File: src/rtl/sound_arbiter.sv
// Fixed-priority scheduler of four sound sources onto one tone generator. Request to grant takes 1 cycle.
// Nothing can stall it: one-shot pulses wait in pending flags, and a silent gap follows every grant.
module sound_arbiter #(
   parameter int unsigned CLICK_CYCLES = 150_000,
   parameter int unsigned CHIME_CYCLES = 25_000_000,
   parameter int unsigned GAP_CYCLES   = 50_000,
   parameter int unsigned HORN_PERIOD  = 62_500,
   parameter int unsigned TICK_PERIOD  = 12_500,
   parameter int unsigned TOCK_PERIOD  = 15_625,
   parameter int unsigned CHIME_PERIOD = 28_409
) (
   input  logic        clk,
   input  logic        rst_n,
   input  logic        engine_on,
   input  logic        horn_req,
   input  logic        click_req,
   input  logic        click_is_tick,
   input  logic        chime_req,
   input  logic        melody_req,
   input  logic [19:0] melody_period,
   output logic [19:0] tone_period,
   output logic        tone_en,
   output logic [3:0]  grant,
   output logic        busy,
   output logic        drop_pulse
);

   localparam logic [19:0] HORN_P  = 20'(HORN_PERIOD);
   localparam logic [19:0] TICK_P  = 20'(TICK_PERIOD);
   localparam logic [19:0] TOCK_P  = 20'(TOCK_PERIOD);
   localparam logic [19:0] CHIME_P = 20'(CHIME_PERIOD);
   localparam logic [31:0] CLICK_LOAD = 32'(CLICK_CYCLES - 1);
   localparam logic [31:0] CHIME_LOAD = 32'(CHIME_CYCLES - 1);
   localparam logic [31:0] GAP_LOAD   = (GAP_CYCLES == 0) ? 32'd0 : 32'(GAP_CYCLES - 1);

   typedef enum logic [1:0] {IDLE, PLAY, GAP} state_t;

   state_t      state;
   logic        click_pend;
   logic        chime_pend;
   logic        click_tick;
   logic [31:0] dur_cnt;
   logic [31:0] gap_cnt;

   logic [3:0]  elig;
   logic [3:0]  pick;
   logic        tick_eff;
   logic [19:0] click_p;
   logic        higher;
   logic        play_end;
   logic        play_drop;

   always_comb begin
      // Incoming pulses count as eligible so a request in cycle N is granted in N+1.
      elig      = {melody_req & engine_on, chime_pend | chime_req, click_pend | click_req, horn_req};
      pick      = elig & (~elig + 4'd1);
      tick_eff  = click_req ? click_is_tick : click_tick;
      click_p   = tick_eff ? TICK_P : TOCK_P;
      // grant is one-hot, so grant-1 masks exactly the higher-priority sources.
      higher    = |(elig & (grant - 4'd1));
      play_end  = 1'b0;
      play_drop = 1'b0;
      if (grant[0]) begin
         play_end = ~elig[0];
      end else if (grant[1] | grant[2]) begin
         play_end  = (dur_cnt == 32'd0) | higher;
         play_drop = (dur_cnt != 32'd0) & higher;
      end else if (grant[3]) begin
         play_end = ~elig[3] | higher;
      end
   end

   always_ff @(posedge clk or negedge rst_n) begin
      if (!rst_n) begin
         state       <= IDLE;
         click_pend  <= 1'b0;
         chime_pend  <= 1'b0;
         click_tick  <= 1'b0;
         dur_cnt     <= 32'd0;
         gap_cnt     <= 32'd0;
         tone_period <= 20'd0;
         tone_en     <= 1'b0;
         grant       <= 4'd0;
         busy        <= 1'b0;
         drop_pulse  <= 1'b0;
      end else begin
         drop_pulse <= 1'b0;
         if (click_req) begin
            click_pend <= 1'b1;
            click_tick <= click_is_tick;
         end
         if (chime_req) chime_pend <= 1'b1;

         case (state)
            IDLE, GAP: begin
               if (state == GAP && gap_cnt != 32'd0) begin
                  gap_cnt <= gap_cnt - 32'd1;
               end else if (|elig) begin
                  state <= PLAY;
                  grant <= pick;
                  busy  <= 1'b1;
                  // A grant consumes the pending flag together with any pulse merged into it.
                  if (pick[0]) begin
                     tone_period <= HORN_P;
                     tone_en     <= (HORN_P != 20'd0);
                  end else if (pick[1]) begin
                     tone_period <= click_p;
                     tone_en     <= (click_p != 20'd0);
                     dur_cnt     <= CLICK_LOAD;
                     click_pend  <= 1'b0;
                  end else if (pick[2]) begin
                     tone_period <= CHIME_P;
                     tone_en     <= (CHIME_P != 20'd0);
                     dur_cnt     <= CHIME_LOAD;
                     chime_pend  <= 1'b0;
                  end else begin
                     tone_period <= melody_period;
                     tone_en     <= (melody_period != 20'd0);
                  end
               end else begin
                  state <= IDLE;
                  busy  <= 1'b0;
               end
            end
            PLAY: begin
               if (play_end) begin
                  state       <= GAP;
                  grant       <= 4'd0;
                  tone_period <= 20'd0;
                  tone_en     <= 1'b0;
                  gap_cnt     <= GAP_LOAD;
                  drop_pulse  <= play_drop;
               end else begin
                  if (dur_cnt != 32'd0) dur_cnt <= dur_cnt - 32'd1;
                  if (grant[3]) begin
                     tone_period <= melody_period;
                     tone_en     <= (melody_period != 20'd0);
                  end
               end
            end
            default: state <= IDLE;
         endcase
      end
   end

endmodule
File: config.mk
export PLATFORM = sky130hd
export DESIGN_NAME = sound_arbiter
export DESIGN_NICKNAME = d
export VERILOG_FILES = /design/src/rtl/sound_arbiter.sv
export SDC_FILE = /design/constraint.sdc
export NUM_CORES = 1
export LEC_CHECK = 0
export ABC_AREA = 1
export BUFFER_PORTS_ARGS = -buffer_cell sky130_fd_sc_hd__buf_2
export CELL_PAD_IN_SITES_DETAIL_PLACEMENT = 1
export CELL_PAD_IN_SITES_GLOBAL_PLACEMENT = 1
export CORE_MARGIN = 8
export CORE_UTILIZATION = 42
export CTS_CLUSTER_SIZE = 25
export DETAILED_ROUTE_END_ITERATION = 10
export PLACE_DENSITY_LB_ADDON = 0.1
export SKIP_LAST_GASP = 1
export SYNTH_ARGS = -nofsm -noshare
export SYNTH_HDL_FRONTEND = slang
export SYNTH_SLANG_ARGS = --single-unit
File: constraint.sdc
create_clock -name clk -period 5.4 [get_ports clk]
set_clock_uncertainty 0.15 [all_clocks]
set_input_delay 1.08 -clock clk [delete_from_list [all_inputs] [get_ports clk]]
set_output_delay 1.08 -clock clk [all_outputs]
set_load 0.005 [all_outputs]
======== Yosys cells after proc, flatten, opt, wreduce, memory -nomap -nowiden ========
Cells that the tools add are included.
word-level totals
  register bits ........................... 96
  input bits .............................. 28
  output and inout bits ................... 27
  logic and storage cells ................. 114
operators by class
  add/sub/neg operators ................... 4
  eq/ne operators ......................... 11
  muxes and demuxes ....................... 58
  bitwise gates (word level) .............. 13
  reductions and logical operators ........ 17
operators by type and width
  kind                   count
  $mux 32                9
  $mux 20                7
  $pmux 32 s2            2
  $reduce_bool 32->1     2
  $sub 32x1->32 const B  2
  $pmux 20 s2            1
  $reduce_bool 20->1     2
  $logic_not 32->1       1
  $mux 1                 30
  $ne 2x2->1 const B     7
  $mux 12                1
  $mux 4                 3
  $and 4x4->4            2
  $pmux 4 s2             1
  $reduce_and 4->1       2
  $reduce_or 4->1        2
  $reduce_and 7->1       1
  $ne 3x3->1 const B     2
  $or 1x1->1             5
  $add 4x1->4 const B    1
  $mux 2                 2
  $not 4->4              1
  $pmux 2 s2             1
  $reduce_and 2->1       2
  other kinds (11)       14

======== Depth between registers and ports, before layout ========
Gate-level depths: netlist of the first run.
  word-level depth ........................ 10
  depth in mapped cells ................... 17

======== Least setup slack after synthesis of the first run ========
No wires, ideal clock.
  kind .................................... input -> register
  start ................................... input click_req
  end ..................................... register tone_period[10]
  library setup time ...................... 0.114 ns
  arrival time ............................ 2.313 ns
  data required time ...................... 5.136 ns
  slack ................................... 2.823 ns
  cell stages on the path ................. 13
  buffers on the path ..................... 1
  path through ............................ inv_1 > nand2_2 > nor2_4 > nand2_2 > nor2_1 > nand2_1 > o21ai_1 > nor2_4 > nand2_1 > nand2_4 > buf_12 > nand2_4 > nand2_2
between the ends
  longest elaborated chain between the ends .. 10
  elaborated cells between the ends (all ways) .. 24
ends and longest elaborated chain
  item                    line  source
  start: declaration      16    input logic click_req,
  $or 1x1->1              55    elig = {melody_req & engine_on, chime_pend | chime_req, click_pend | click_req, horn_req};
  $not 4->4               56    pick = elig & (~elig + 4'd1);
  $add 4x1->4             56
  $and 4x4->4             56
  $mux 20                 111   end else if (pick[2]) begin
  $mux 20                 106   end else if (pick[1]) begin
  $mux 20                 103   if (pick[0]) begin
  $mux 20                 98    end else if (|elig) begin
  $mux 20                 96    if (state == GAP && gap_cnt != 32'd0) begin
  $pmux 20 s2             94    case (state)
  end signal: assignment  107   tone_period <= click_p;
  end signal: assignment  117   tone_period <= melody_period;
  end signal: assignment  136   tone_period <= melody_period;
  end: declaration        21    output logic [19:0] tone_period,
Parallel ways exist; a longest one is shown, timed or not. The select of a mux whose other input is x is not followed.
A chain may end at the register's enable or synchronous reset.

======== Worst setup path in the final report of the first run ========
  start ................................... input horn_req
  end ..................................... register dur_cnt[22]
between the ends
  longest elaborated chain between the ends .. 8
  elaborated cells between the ends (all ways) .. 22
ends and longest elaborated chain
  item                                             line     source
  start: declaration                               15       input logic horn_req,
  $not 4->4 or $and 4x4->4 (tied branches)         56, 60
  $add 4x1->4 or $reduce_or 4->1 (tied branches)   56, 60
  $and 4x4->4 or $or 1x1->1 (tied branches)        56, 69
  $mux 32 or $mux 1 (tied branches)                106, 68
  $mux 32 or $mux 1 (tied branches)                103, 65
  $mux 32 or $mux 1 (tied branches)                98, 63
  $mux 32 or $ne 2x2->1 (tied branches)            -
  $pmux 32 s2 or $reduce_and 7->1 (tied branches)  -
  end signal: assignment                           134      if (dur_cnt != 32'd0) dur_cnt <= dur_cnt - 32'd1;
  end: declaration                                 42       logic [31:0] dur_cnt;
Parallel ways exist; a longest one is shown, timed or not. The select of a mux whose other input is x is not followed.

==> metrics.md, run 1 <==
| Metric | Value |
|---|---|
| Post-synthesis sequential area ratio | `0.370` |
| Worst-Margin Slew | `~0.91 ns` |
| Synth top area share | `0.370` |
| Tmin final | `about 3.5 ns` |
| Grt total ovfl | `0` |
| Max stage delay on crit path | `around 0.76 ns` |
| Worst EP arrival | `roughly 3.5 ns` |
| Commonest non-fill, non-tap cells in the layout | `200 x nand2_1, 105 x nor2_1, 104 x inv_1` |
| Setup TNS | `0 ns` |
| Vias per cell | `just over 5` |
| Slowest stage cell, crit path | `nand3_4` |
| Post-CTS sizing | `0` |
| Routed wire length | `17400 µm` |
| Gr usage total | `0.182` |
| Chip height | `between 100 and 150 µm` |
| Fin. Hold Viols | `0` |
| Switching Fraction | `0.225` |
| WL/cell | `around 16 µm` |
| CP Buf/Inv Count | `2` |
| Maxcap violations | `0` |
| Pre-antenna DRT Iters | `4` |
| Synth Register Bits | `between 90 and 100` |
| CTS tree | `built` |
| Warning count from the yosys run | `0` |
| Initial antenna violation count | `0` |
| Worst path cell trace | `buf_2 > inv_2 > nor2_1 > a21oi_2 > nand2_1 > nor2_1 > nand2_1 > nand2_2 > nand3_4 > nand3_4 > nand3_4 > nand2_1 > o21ai_2` |
| H-tree levels | `3` |
| CTS max path bufs | `2` |
| Leading area contributor after synthesis | `dfrtp_1` |
| Clock sink total | `96` |
| Vias post-DR | `about 5700` |
| Area delta synth->final | `10.4%` |
| Synthesized area | `roughly 6500 µm²` |
| Ys async rst share | `1.00` |
| CP Class | `input port to register` |
| Critical Path RT | `5.46 ns` |
| Clk pwr share | `0.481` |
| RSZ-0062 raised after global routing | `no` |
| Pwr dens | `approximately 210 nW/µm²` |
| Layout filler cell count | `between 1500 and 2000` |
| Post-CTS Setup Bufs | `0` |
| Main flop type after synthesis | `dfrtp_1` |
| Rel. slew slack | `0.396` |
| Num ports | `55` |
| Mapped Avg Cell Area | `7.42 µm²` |
| GPL Wtd Cong | `between 0.8 and 0.9` |
| Achievable frequency | `roughly 290 MHz` |
| Number of flops mapped to enable cells by yosys | `0` |
| Share of post-route cells with drive strength above 1 | `0.235` |
| NetSw | `around 0.34 mW` |
| CP Max Fanout | `64` |
| Final slew viol count | `0` |
| Leakage | `slightly below 4 nW` |
| Number of DRC markers in iteration 0 | `about 220` |
| Pre-CTS WS | `about 1.5 ns` |
| Final setup viols | `0` |
| Post-Layout Cell Count | `around 1100` |
| Clock Pin Slew Worst Setup and Hold Paths | `0.07 ns` |
| Top post-synthesis cells by area | `dfrtp_1 37%, nand2_1 12%, nor2_1 6.1%` |
| Logic pwr share | `0.042` |
| NumNets Final | `between 900 and 1000` |
| Largest net degree at the start of global routing | `65` |
| Clk_lat worst skew | `approximately 0.35 ns` |
| Final worst slack | `just under 2 ns` |
| Post-DP HPWL | `around 13000 µm` |
| Core Box Area | `~15000 µm²` |
| Hold Path Class | `register to register` |
| First-pass GRT wire length | `29400 µm` |
| Maximum vdd ir drop | `~0.00013 V` |
| Period utilisation layout | `0.643` |
| Critical Path Start Type | `input port` |
| Vias in the first global route | `just under 6000` |
| Syn Nets | `between 900 and 1000` |
| Cells after Synth | `a little under 900` |
| Placed insts | `1096` |
| CTS buffer count | `9` |
| Total power | `between 1.5 and 2 mW` |
| CP endpoint kind | `register` |
| Clk root buf | `clkbuf_16` |
| P_int | `1.17 mW` |
| Routed Antenna Nets | `0` |
| DRC Markers | `0` |
| Die area | `~20000 µm²` |
| Ant. Diodes | `0` |
| FP Rows | `45` |
| Status | `complete, no violations` |
| Synth cell types | `43` |
| Post-CTS Hold Fix Bufs | `0` |
| Top delay family on crit path | `simple AND/OR/NAND/NOR gates` |
| Die W | `about 140 µm` |
| Port Buffers | `54` |
| Initial Util | `0.429` |
| Flop pwr share | `0.477` |
| Commonest non-fill, non-tap cell in the layout | `nand2_1` |
-- final timing paths --
path	start	to	slack [ns]	cells past startpoint
max	horn_req	dur_cnt[22]	1.93	13
min reg2reg	dur_cnt[13]	dur_cnt[13]	0.33	2
min in group asynchronous	rst_n	dur_cnt[27]	0.71	1
max reg2reg	grant[0]	dur_cnt[22]	2.07	13
min	dur_cnt[13]	dur_cnt[13]	0.33	2
max in group asynchronous	rst_n	gap_cnt[21]	3.40	2
-- worst reg2reg max path, delay by kind of cell, from the launching register on --
| kind | cells | cell delay [ns] |
|---|---|---|
| simple gates | 8 | 1.83 |
| flops | 1 | 0.49 |
| fa+ha+maj | 1 | 0.30 |
| compound gates | 2 | 0.23 |
| buf+inv | 2 | 0.17 |
-- Yosys cell counts (5+ instances only) --
cell type	count
a21oi_1	19
a31oi_1	6
buf_2	6
buf_6	6
clkbuf_1	5
dfrtp_1	96
inv_1	104
inv_2	18
nand2_1	200
nand2_2	28
nand2_4	26
nand3_1	67
nand4_1	21
nor2_1	105
nor2_2	9
nor2_4	8
nor3_1	15
nor4_1	6
o21ai_0	30
o21ai_2	32
or2_2	13
xor2_1	19
-- stage by stage --
stage	area (µm²)	util	hold WS, ns
after floorplan	6490	-	0.305
after global placement	6840	0.451	0.315
after detailed placement	6840	0.451	0.321
after CTS	7170	0.473	0.340
after global routing	7170	0.473	0.365
final	7170	0.473	0.334
-- kinds of logic after synthesis --
logic type / Yosys count / synth area share
AND/OR/NAND/NOR: 511 / 0.396
buffers and inverters: 147 / 0.101
AO/OA/AOI/OAI: 97 / 0.0985
flip-flops: 96 / 0.370
XOR/XNOR: 21 / 0.0283
adder cells (fa/ha/maj): 3 / 0.00578
-- routing by layer --
metal,vias up,part of all wire,track usage
met3,14,0.028,0.0289
met5,-,0,0
met1,2759,0.48,0.228
met4,0,0.011,0.0543
li1,2852,-,-
met2,64,0.48,0.315
-- state kept, by name, indices dropped and copies added (netlist names) --
signal	flops
gap_cnt	32
click_pend	1
dur_cnt	32
state	2
tone_period	20
grant	4
drop_pulse	1
click_tick	1
tone_en	1
chime_pend	1
busy	1
-- layout make-up --
| type | count | area [µm²] | area share |
|---|---|---|---|
| clock inverters | 4 | 76.3 | 0.0106 |
| multi-input cells | 632 | 3440 | 0.480 |
| inverters | 123 | 464 | 0.0648 |
| clock buffers | 12 | 256 | 0.0358 |
| well taps | 188 | 235 | 0.0328 |
| repair buffers | 57 | 295 | 0.0412 |
| flip-flops and latches | 96 | 2400 | 0.335 |
-- power by group through the flow --
stage          registers, mW  clock network (mW)  logic, mW
4_1_cts                0.719               0.747     0.0642
6_report               0.719               0.725     0.0627
3_5_place_dp           0.733                   0     0.0635
3_3_place_gp           0.733                   0     0.0627
2_1_floorplan          0.733                   0     0.0262
5_1_grt                0.719               0.771     0.0710
No activity file was read; power rests on OpenSTA's default activity.
==> run 2: changes to the inputs <==
- CORE_UTILIZATION: 42 -> 40
- clock period: 5.4 -> 3.15 ns (I/O delays scaled with it)
==> run 2 against run 1 <==
  * Sequential share of layout area fell by 0.62 points
  * Critical path depth rose by 2
  * Core utilization fell by 1.4 points
  * Critical path type is now register to register
  * Total power rose by 81%
  * First-iteration DRC count rose by 22%
  * Global-route usage rose by 0.63 points
  * Critical endpoint is now tone_period[4]
  * Combinational power rose by 80%
  * Largest cell class unchanged
  * Setup slack got worse by 1.6 ns
  * Via count rose by 2.7%
  * Final area rose by 1.9%
  * Register-to-register slack got worse by 1.7 ns
  * Clock-buffer cell count fell by 1
==> metrics.md, run 2 (synthesis results as in run 1) <==
| Metric | Value |
|---|---|
| Commonest non-fill, non-tap cells in the layout | `200 x nand2_1, 105 x nor2_1, 104 x inv_1` |
| Routed wire length | `18200 µm (+4.2%)` |
| Post-route cell area | `7300 µm² (+1.9%)` |
| Layout filler cell count | `2040 (+5.6%)` |
| Port Buffers | `54 (unchanged)` |
| Post-CTS sizing | `0 (unchanged)` |
| Clk pwr share | `0.507 (+0.026)` |
| Initial antenna violation count | `0 (unchanged)` |
| Pre-CTS WS | `0.318 ns (-1.23 ns)` |
| Num ports | `55 (unchanged)` |
| CTS max path bufs | `2 (unchanged)` |
| Gr usage total | `0.188 (+0.00627)` |
| Post-DP HPWL | `13700 µm (+6.2%)` |
| Maxcap violations | `0 (unchanged)` |
| Commonest non-fill, non-tap cell in the layout | `nand2_1` |
| WL/cell | `15.9 µm (+1.2%)` |
| Initial Util | `0.409 (-0.0199)` |
| P_int | `2.14 mW (+83%)` |
| Logic pwr share | `0.041 (about the same)` |
| NetSw | `0.586 mW (+73%)` |
| Routed Antenna Nets | `0 (unchanged)` |
| Critical Path RT | `3.24 ns (-2.22 ns)` |
| Flop pwr share | `0.452 (-0.025)` |
| Achievable frequency | `about 360 MHz` |
| CP Max Fanout | `20 (-69%)` |
| Hold_ws | `0.0752 ns (-0.259 ns)` |
| Die W | `143 µm (+2.2%)` |
| Fin. Hold Viols | `0 (unchanged)` |
| CTS buffer count | `9 (unchanged)` |
| Post-CTS Setup Bufs | `0 (unchanged)` |
| First-pass GRT wire length | `31200 µm (+6.1%)` |
| GPL Wtd Cong | `0.892 (+10%)` |
| Worst setup path startpoint | `grant[0]` |
| CP endpoint kind | `register` |
| Chip height | `143 µm (+2.2%)` |
| Switching Fraction | `0.215 (-0.00996)` |
| Critical Path Start Type | `register` |
| Post-CTS Hold Fix Bufs | `0 (unchanged)` |
| RSZ-0062 raised after global routing | `no` |
| Status | `complete, no violations` |
| R2R cell count | `15 (+2)` |
| Clock sink total | `96 (unchanged)` |
| Pre-antenna DRT Iters | `4 (unchanged)` |
| Ant. Diodes | `0 (unchanged)` |
| Vias in the first global route | `6217 (+5.3%)` |
| Largest net degree at the start of global routing | `44 (-32%)` |
| Multi-input logic area | `3440 µm² (unchanged)` |
| Vias per cell | `5.10 (-0.30%)` |
| Area delta synth->final | `12.5%` |
| Pwr dens | `374 nW/µm² (+78%)` |
| Clk_lat worst skew | `0.35 ns (about the same)` |
| Tmin final | `approximately 2.8 ns` |
| Period utilisation layout | `0.882` |
| Met3 routed WL | `642 µm (+29%)` |
| R2R Path Start | `grant[0]` |
| DRT met1 WL | `8360 µm (+0.64%)` |
| Post-layout util | `0.460 (-0.0135)` |
| Final slew viol count | `0 (unchanged)` |
| Setup TNS | `0 ns (unchanged)` |
| Worst EP arrival | `2.87 ns (-0.66 ns)` |
| Core Box Area | `15900 µm² (+4.9%)` |
| Clock Pin Slew Worst Setup and Hold Paths | `0.08 ns (about the same)` |
| Share of post-route cells with drive strength above 1 | `0.239 (+0.00412)` |
| Leakage | `3.90 nW (+1.3%)` |
| Grt total ovfl | `0 (unchanged)` |
| Hold Path Class | `input port to async pin` |
| Number of DRC markers in iteration 0 | `272 (+22%)` |
| Top sig layer | `met4` |
| CTS tree | `built` |
| FP Rows | `46 (+2.2%)` |
| Final setup viols | `0 (unchanged)` |
| Met2 wire len | `8930 µm (+5.7%)` |
| DRC Markers | `0 (unchanged)` |
| Flop-to-flop setup slack | `0.37 ns (-1.70 ns)` |
| Maximum vdd ir drop | `0.000200 V (+55%)` |
| Vias post-DR | `5840 (+2.7%)` |
| Placed insts | `1129 (+3.0%)` |
| Dpl cell area | `6930 µm² (+1.4%)` |
| Worst-Margin Slew | `0.886 ns (-0.0208 ns)` |
| R2R Path End | `tone_period[4]` |
| Final worst slack | `0.371 ns (-1.55 ns)` |
| Die area | `20600 µm² (+4.4%)` |
| H-tree levels | `3 (unchanged)` |
| Largest regs | `dur_cnt (32), gap_cnt (32), tone_period (20)` |
| Seq. cell area | `2400 µm² (unchanged)` |
| Total power | `2.73 mW (+81%)` |
| Post-Layout Cell Count | `1145 (+3.0%)` |
| Clk root buf | `clkbuf_16` |
| Rel. slew slack | `0.409 (+0.0132)` |
| CP Class | `register to register` |
| NumNets Final | `955 (+0.53%)` |
-- run 2: cell types whose count changed in the layout (fill, tap and decap cells not counted) --
cell / change
clkbuf_8: -1
buf_4: +3
bufinv_16: +2
buf_12: +2
clkinv_4: -1
-- run 2: worst max path at each step --
stage / end
floorplan: tone_period[10]
global placement: tone_period[4]
detailed placement: tone_period[4]
CTS: tone_period[4]
global route: gap_cnt[31]
finish: tone_period[4]
-- run 2: power groups by stage --
stage | combinational (mW) | sequential, mW | clock, mW
after floorplan | 0.0448 | 1.26 | 0
after global placement | 0.114 | 1.26 | 0
after detailed placement | 0.116 | 1.26 | 0
after CTS | 0.117 | 1.23 | 1.43
after global routing | 0.128 | 1.23 | 1.48
final | 0.113 | 1.23 | 1.38
-- run 2: final cells by class --
class,count,share of cell area
Multi-Input combinational cell,632,0.471
Sequential cell,96,0.329
Inverter,123,0.0636
Timing Repair Buffer,62,0.0490
Tap cell,216,0.0370
Clock buffer,11,0.0332
Clock inverter,5,0.0175
-- run 2: routing by layer --
layer,vias to the layer above,track usage
met3,23,0.0275
met4,0,0.0520
met5,-,0
met2,81,0.329
met1,2876,0.236
li1,2860,-
-- run 2: critical path, cell delays in order, from the launching register on --
cell	delay [ns]
dfrtp_1	0.50
inv_2	0.12
ha_1	0.30
inv_1	0.05
a21oi_2	0.14
nand2_1	0.09
nor2_1	0.10
nand2_1	0.07
nand2_2	0.08
nand3_4	0.09
nand2_4	0.19
nand2_4	0.09
nand2_4	0.12
nand2_4	0.33
nand2_4	0.17
nand2_2	0.05
